File: src/rtl/cal_burst_divider.sv
// Programmable even-ratio calibration clock divider with whole-pulse enable gating
// and an optional burst mode that emits N pulses and then flags completion.
module cal_burst_divider #(
  parameter int DIV_W   = 6,
  parameter int BURST_W = 8
) (
  input  logic               cal_clkin,
  input  logic               cal_reset,
  input  logic               cal_load,
  input  logic [DIV_W-1:0]   cal_divcount,
  input  logic               cal_mode,
  input  logic [BURST_W-1:0] cal_burst,
  input  logic               cal_en,
  output logic               cal_out,
  output logic               cal_busy,
  output logic               cal_done
);

  typedef enum logic {S_IDLE, S_RUN} state_t;

  state_t               r_state;
  state_t               w_state_nxt;
  logic [DIV_W-1:0]     r_div;
  logic                 r_mode;
  logic [BURST_W-1:0]   r_burst;
  logic [DIV_W-1:0]     r_cnt;
  logic                 r_ph;
  logic [BURST_W-1:0]   r_pcnt;
  logic                 r_out;
  logic                 r_done;
  logic                 w_out_nxt;
  logic                 w_done_nxt;
  logic                 w_tick;
  logic                 w_rise;
  logic                 w_fall;
  logic                 w_end;
  logic                 w_load_empty;

  assign w_tick       = (r_state == S_RUN) && (r_cnt == r_div);
  assign w_rise       = w_tick && !r_ph;
  assign w_fall       = w_tick && r_ph;
  assign w_end        = w_fall && r_mode && (r_pcnt == r_burst);
  // A burst of zero pulses completes on the spot without ever running.
  assign w_load_empty = cal_load && cal_mode && (cal_burst == '0);

  always_ff @(posedge cal_clkin) begin
    if (!cal_reset) begin
      r_state <= S_IDLE;
    end else begin
      r_state <= w_state_nxt;
    end
  end

  always_comb begin
    w_state_nxt = r_state;
    if (cal_load) begin
      w_state_nxt = w_load_empty ? S_IDLE : S_RUN;
    end else if (w_end) begin
      w_state_nxt = S_IDLE;
    end
  end

  // Load takes priority over burst termination, so a coincident load suppresses done.
  always_comb begin
    w_out_nxt  = r_out;
    w_done_nxt = 1'b0;
    if (cal_load) begin
      w_out_nxt  = 1'b0;
      w_done_nxt = w_load_empty;
    end else if (r_state != S_RUN) begin
      w_out_nxt  = 1'b0;
    end else if (w_rise) begin
      w_out_nxt  = cal_en;
    end else if (w_fall) begin
      w_out_nxt  = 1'b0;
      w_done_nxt = w_end;
    end
  end

  always_ff @(posedge cal_clkin) begin
    if (!cal_reset) begin
      r_div   <= '0;
      r_mode  <= 1'b0;
      r_burst <= '0;
      r_cnt   <= '0;
      r_ph    <= 1'b0;
      r_pcnt  <= '0;
      r_out   <= 1'b0;
      r_done  <= 1'b0;
    end else begin
      r_out  <= w_out_nxt;
      r_done <= w_done_nxt;
      if (cal_load) begin
        r_div   <= cal_divcount;
        r_mode  <= cal_mode;
        r_burst <= cal_burst;
        r_cnt   <= '0;
        r_ph    <= 1'b0;
        r_pcnt  <= '0;
      end else if (r_state == S_RUN) begin
        if (w_end) begin
          r_cnt <= '0;
          r_ph  <= 1'b0;
        end else if (w_tick) begin
          r_cnt <= '0;
          r_ph  <= ~r_ph;
        end else begin
          r_cnt <= r_cnt + DIV_W'(1);
        end
        // Only pulses actually emitted count toward the burst length.
        if (w_rise && cal_en) begin
          r_pcnt <= r_pcnt + BURST_W'(1);
        end
      end
    end
  end

  assign cal_out  = r_out;
  assign cal_busy = (r_state == S_RUN);
  assign cal_done = r_done;

endmodule

File: config.mk
export PLATFORM = sky130hd
export DESIGN_NAME = cal_burst_divider
export DESIGN_NICKNAME = d
export VERILOG_FILES = /design/src/rtl/cal_burst_divider.sv
export SDC_FILE = /design/constraint.sdc
export NUM_CORES = 1
export LEC_CHECK = 0
export ABC_AREA = 1
export CORE_ASPECT_RATIO = 2
export CORE_MARGIN = 8
export CORE_UTILIZATION = 53
export CTS_CLUSTER_SIZE = 24
export DETAILED_ROUTE_END_ITERATION = 16
export PLACE_DENSITY = 0.78
export SLEW_MARGIN = 15
export SYNTH_ARGS = -nofsm -noshare
export SYNTH_HDL_FRONTEND = slang
export SYNTH_SLANG_ARGS = --single-unit
File: constraint.sdc
create_clock -name cal_clkin -period 1.9 [get_ports cal_clkin]
set_input_delay 0.19 -clock cal_clkin [delete_from_list [all_inputs] [get_ports cal_clkin]]
set_output_delay 0.19 -clock cal_clkin [all_outputs]
set_load 0.01 [all_outputs]
==> results.ini <==
[place]
dpl_worst_slack_ns = 0.356
placedCellCount = 302
placement.io_buffers = 21
placed_cell_area_um2 = 1930
globalplace.congestion = 0.888
hpwl_after_detailed_placement_um = 3240

[clock_tree]
cts-buffers-inserted = 5
post_cts_hold_buffer_count = 0
clk_pin_slew_ns = 0.07
postCtsSetupBuffers = 0
clkSinkCount = 33
cts_repair_resize_count = 0
tritoncts = done
ctsLongestPathBuffers = 2
clock_latency_ns = 0.28
ctsHtreeMaxLevel = 2
cts-root-buf = sky130_fd_sc_hd__clkbuf_8

[worst_setup_path]
worst_setup_start_kind = flip-flop
cp_max_fo = 8
kind_of_critical_path = reg2reg
cp.arrival_ns = 1.75
critical_path_required_ns = 2.11
worstSetupEndpointType = flip-flop

[synthesis]
synth.cell_area_um2 = 1700
number_of_enable_type_register_cells_in_the_synthesized_netlist = 0
avgSynthCellArea_um2 = 6.67
synth_compound_gate_area_share_pct = 12.7
synth_seq_cells = 33
synth_top_flop_cell = sky130_fd_sc_hd__dfxtp_1
synth-async-reset-ratio_pct = 0
dominant_combinational_cell_family_by_area_after_synthesis = simple AND/OR/NAND/NOR gates
synth.mux.area_fraction_pct = 0
synth_simple_gate_area_share_pct = 32.9
yosys.area_share.adder_pct = 1.47
synth.yosys.seq_area_share_pct = 38.8
yosys.area_share.xor_xnor_pct = 3.60
synth.yosys.warnings = 0
synthesis.nets = 276
netlist_instances = 255
synthDistinctLibCells = 27

[sta]
slew_headroom_pct = 72.0
timing.setup.tns_ns = 0
final_setup_skew_ns = 0.00540
hold_violations = 0
postLayoutSetupSlackWorst_ns = 0.363
timing_worst_slew_pin_value_ns = 0.420
rsz0062_at_grt = false
fmax_mhz = 650
setup_violations_final = 0
min_period_ns = 1.54
slew_violations = 0
post-route-period-util_pct = 80.9

[global_route]
grt_first_pass_wirelength_um = 7140
number_of_antenna_violations_at_the_first_check_in_global_routing = 0
grt_max_degree = 25
track_usage_pct = 16.4
globalRouteOverflowTotal = 0
grt_pass1_vias = 1669

[floorplan]
core_area_um2 = 3120
fp.dieW_um = 56.1
initial_core_util_pct = 54.5
die_area_um2 = 5390
die_height_um = 96.1
num_rows = 29
io_pins = 22

[cells_and_area]
post_route_standard_cell_area_excluding_fillers_um2 = 2020
area_delta_synth_final_pct = 18.5
num_antenna_cells = 0
drive_above_1_share_pct = 6.81
final_cell_count_no_fill = 310
final_nets = 299

[pwr]
comb_power_share_pct = 12.3
cellInternalPower_w = 0.00105
power.share.switching_pct = 25.3
pwr-share-seq_pct = 52.2
pwr_density_cell_nw_per_um2 = 697
power.net_switching_w = 0.000355
power.ir.vdd_worst_v = 0.000547
power.share.clock_pct = 35.5
cellLeakagePower_nw = 0.826

[drt]
drc = 0
post_drt_wl_per_cell_um = 13.2
routed_wl_um = 4100
ant_nets = 0
post_drt_via_cell_ratio = 5.23
vias = 1622
firstDrtPassIters = 4
detailedRoute.firstIterationViolations = 22

[min_path]
path_class_of_the_lowest_slack_min_delay_path = reg2reg

[status]
status = complete, no violations

[run]
drv_cap = 0

## power groups by stage
stage               clock, W  sequential [W]  combinational [W]
floorplan                  0        0.000745           0.000104
finish              0.000498        0.000734           0.000173
global route        0.000538        0.000737           0.000195
global placement           0        0.000748           0.000171
detailed placement         0        0.000749           0.000173
CTS                 0.000510        0.000734           0.000173
## cells by family after synthesis
logic type | count (synthesis)
AO/OA/AOI/OAI | 43
XOR/XNOR | 7
adder cells (fa/ha/maj) | 2
buffers and inverters | 44
flip-flops | 33
AND/OR/NAND/NOR | 126
## placed cells by master, fill, tap and decap left out, types with 2 or more instances in the layout
| master | n |
|---|---|
| sky130_fd_sc_hd__xnor2_1 | 2 |
| sky130_fd_sc_hd__inv_1 | 32 |
| sky130_fd_sc_hd__inv_2 | 2 |
| sky130_fd_sc_hd__nor4_1 | 3 |
| sky130_fd_sc_hd__nand4_1 | 11 |
| sky130_fd_sc_hd__a21oi_1 | 26 |
| sky130_fd_sc_hd__nor2_1 | 23 |
| sky130_fd_sc_hd__clkbuf_8 | 5 |
| sky130_fd_sc_hd__clkinv_2 | 2 |
| sky130_fd_sc_hd__o21ai_0 | 16 |
| sky130_fd_sc_hd__buf_4 | 4 |
| sky130_fd_sc_hd__clkdlybuf4s50_1 | 21 |
| sky130_fd_sc_hd__nand2_1 | 73 |
| sky130_fd_sc_hd__nand3_1 | 8 |
| sky130_fd_sc_hd__ha_1 | 2 |
| sky130_fd_sc_hd__dfxtp_1 | 33 |
| sky130_fd_sc_hd__nor2_4 | 2 |
| sky130_fd_sc_hd__xor2_1 | 5 |
## path summary, 6_finish.rpt
path         startpoint  cells past startpoint         end  slack, ns
max            r_cnt[2]                      9   r_pcnt[6]       0.36
min          r_burst[0]                      2  r_burst[0]       0.47
max reg2reg    r_cnt[2]                      9   r_pcnt[6]       0.36
min reg2reg  r_burst[0]                      2  r_burst[0]       0.47
## state kept, by name, summed over array words and instances, names as in the netlist
signal / count
r_div: 6
r_pcnt: 8
cal_done: 1
r_burst: 8
cal_out: 1
r_mode: 1
r_cnt: 6
r_ph: 1
cal_busy: 1
## metrics by stage
step	util, %	hold WS (ns)	power [W]
after global routing	64.6	0.498	0.00147
after detailed placement	61.9	0.462	0.000922
after CTS	64.6	0.473	0.00142
after floorplan	-	0.325	0.000849
final	64.6	0.467	0.00140
after global placement	61.9	0.463	0.000919
## cell usage after synthesis (3+ instances only)
library cell	instances	area share (%)
sky130_fd_sc_hd__nor2_1	23	5.1
sky130_fd_sc_hd__o21ai_0	16	4.7
sky130_fd_sc_hd__nor4_1	3	1.1
sky130_fd_sc_hd__nand4_1	11	4.0
sky130_fd_sc_hd__nand3_1	8	2.4
sky130_fd_sc_hd__dfxtp_1	33	39
sky130_fd_sc_hd__nand2_1	73	16
sky130_fd_sc_hd__xor2_1	5	2.6
sky130_fd_sc_hd__clkbuf_1	4	0.88
sky130_fd_sc_hd__inv_1	32	7.1
sky130_fd_sc_hd__a21oi_1	26	7.6
## final cells by class
cell class / count / area (um2)
Fill cell: 291 / 1100
Multi-Input combinational cell: 178 / 862
Sequential cell: 33 / 661
Timing Repair Buffer: 25 / 240
Inverter: 35 / 131
Clock buffer: 6 / 72.6
Tap cell: 31 / 38.8
Clock inverter: 2 / 10.0
## per-layer routing
layer | up-vias | global-route usage, % | share of wire [%]
met5 | - | 0 | 0
met4 | 0 | 8.27 | 2.4
met3 | 11 | 3.30 | 2.3
met2 | 17 | 34.0 | 60
met1 | 733 | 13.9 | 35
li1 | 861 | - | -
## worst max-delay path: stages, from the launching register on
cell and delay [ns]:
sky130_fd_sc_hd__dfxtp_1 0.49, sky130_fd_sc_hd__inv_2 0.04, sky130_fd_sc_hd__nand2_1 0.06, sky130_fd_sc_hd__nand2_1 0.05
sky130_fd_sc_hd__nor2_2 0.09, sky130_fd_sc_hd__nand2_2 0.09, sky130_fd_sc_hd__nor2_4 0.23, sky130_fd_sc_hd__buf_4 0.18
sky130_fd_sc_hd__nand4_1 0.08, sky130_fd_sc_hd__a21oi_1 0.15
Note: power is estimated with default switching activity, not from simulation.
==> variant (same flow settings) <==
`DIV_W`: 6 -> 4.
--- a/src/rtl/cal_burst_divider.sv
+++ b/src/rtl/cal_burst_divider.sv
@@ -1,7 +1,7 @@
 // Programmable even-ratio calibration clock divider with whole-pulse enable gating
 // and an optional burst mode that emits N pulses and then flags completion.
 module cal_burst_divider #(
-  parameter int DIV_W   = 6,
+  parameter int DIV_W   = 4,
   parameter int BURST_W = 8
 ) (
   input  logic               cal_clkin,
Interface: changed (resized cal_divcount); port bits go from 22 to 20. The function was not compared with the original's and may differ.
==> variant against the original RTL <==
Wire length is 22% lower; count of clock-buffer cells in the layout grew 2; total power fell by 9.6%; area after synthesis shrank 15%; setup slack improved by 81 ps; sequential cell count down 4; first-iteration DRC count is 59% higher; global-route usage is 1.7 points lower; critical endpoint is now r_pcnt[0]; cell area fell by 14%.
==> variant: results (changes against the original RTL) <==
Place
  – DPL Wire Length: 2410 um (was 3240 um)
  – Post-place instance area: 1660 um^2 (was 1930 um^2)
  – Port Buffers: 19 (was 21)
  – Worst slack, placed: 317 ps (was 356 ps)

Synth
  – Synth top cells by count: nand2_1 (52), dfxtp_1 (29), inv_1 (28) (was nand2_1 (73), dfxtp_1 (33), inv_1 (32))
  – Post-Synth XOR/XNOR Area: 0.0362 (was 0.0360)
  – Number of cells produced by synthesis: 210 (was 255)
  – Top cells by area, synth: dfxtp_1 (40%), nand2_1 (13%), a21oi_1 (8.3%) (was dfxtp_1 (39%), nand2_1 (16%), a21oi_1 (7.6%))
  – Compound-Gate Fraction of Synth Area: 0.159 (was 0.127)
  – Yosys cell types: 25 (was 27)

Final layout
  – Inverter count: 30 (was 35)
  – Clkbuf count: 8 (was 6)
  – Core Util, Final: 0.653 (was 0.646)
  – Non-clock buffer share: 0.118 (was 0.119)
  – Filler instances: 251 (was 291)
  – Multi-input gate area: 727 um^2 (was 862 um^2)
  – Ratio of cells with drive above 1 in the final layout: 0.0558 (was 0.0681)

Min path
  – Hold Crit Start: cal_out (was r_burst[0])
  – Hold endpoint: cal_out (was r_burst[0])

Global route
  – Total track usage: 0.147 (was 0.164)
  – Largest net degree at the start of global routing: 24 (was 25)
  – GR Util met2: 0.238 (was 0.340)
  – First-pass GRT wire length: 5630 um (was 7140 um)

Worst setup path
  – FF-to-FF path depth: 7 (was 9)

Pwr
  – Pleak: 0.711 nW (was 0.826 nW)

Outcome
  – Status: complete, no violations (unchanged)

STA
  – Max_slew headroom: 0.630 (was 0.720)

Floorplanning
  – Well tap count: 29 (was 31)

Drt
  – Routed wire length: 3210 um (was 4100 um)
==> variant: cell types whose count changed after synthesis, moves of 2 or more <==
cell	change
nand3_1	-3
a21oi_1	-2
dfxtp_1	-4
inv_1	-4
nand2_1	-21
nor2_1	-7
nand3_2	+2
==> variant: where the power goes <==
| group | switching [mW] | internal, mW |
|---|---|---|
| Sequential | 0.0139 | 0.632 |
| Clock | 0.220 | 0.259 |
| Combinational | 0.0796 | 0.0648 |
| Total | 0.313 | 0.956 |
==> variant: worst reg2reg max path, delay by kind of cell (launching register included) <==
family	cells	cell delay, ps
buffers and inverters	1	100
AND/OR/NAND/NOR	4	630
flip-flops	1	410
AO/OA/AOI/OAI	2	190
==> variant: worst max path at each step <==
stage,to,depth (start not counted),startpoint,slack (ps)
after floorplan,r_pcnt[0],7,cal_busy,640
after global placement,r_burst[0],4,cal_load,380
after detailed placement,cal_out,5,cal_load,320
after CTS,cal_busy,1,cal_busy,440
after global routing,r_pcnt[1],7,cal_busy,310
final,r_pcnt[0],7,cal_busy,440
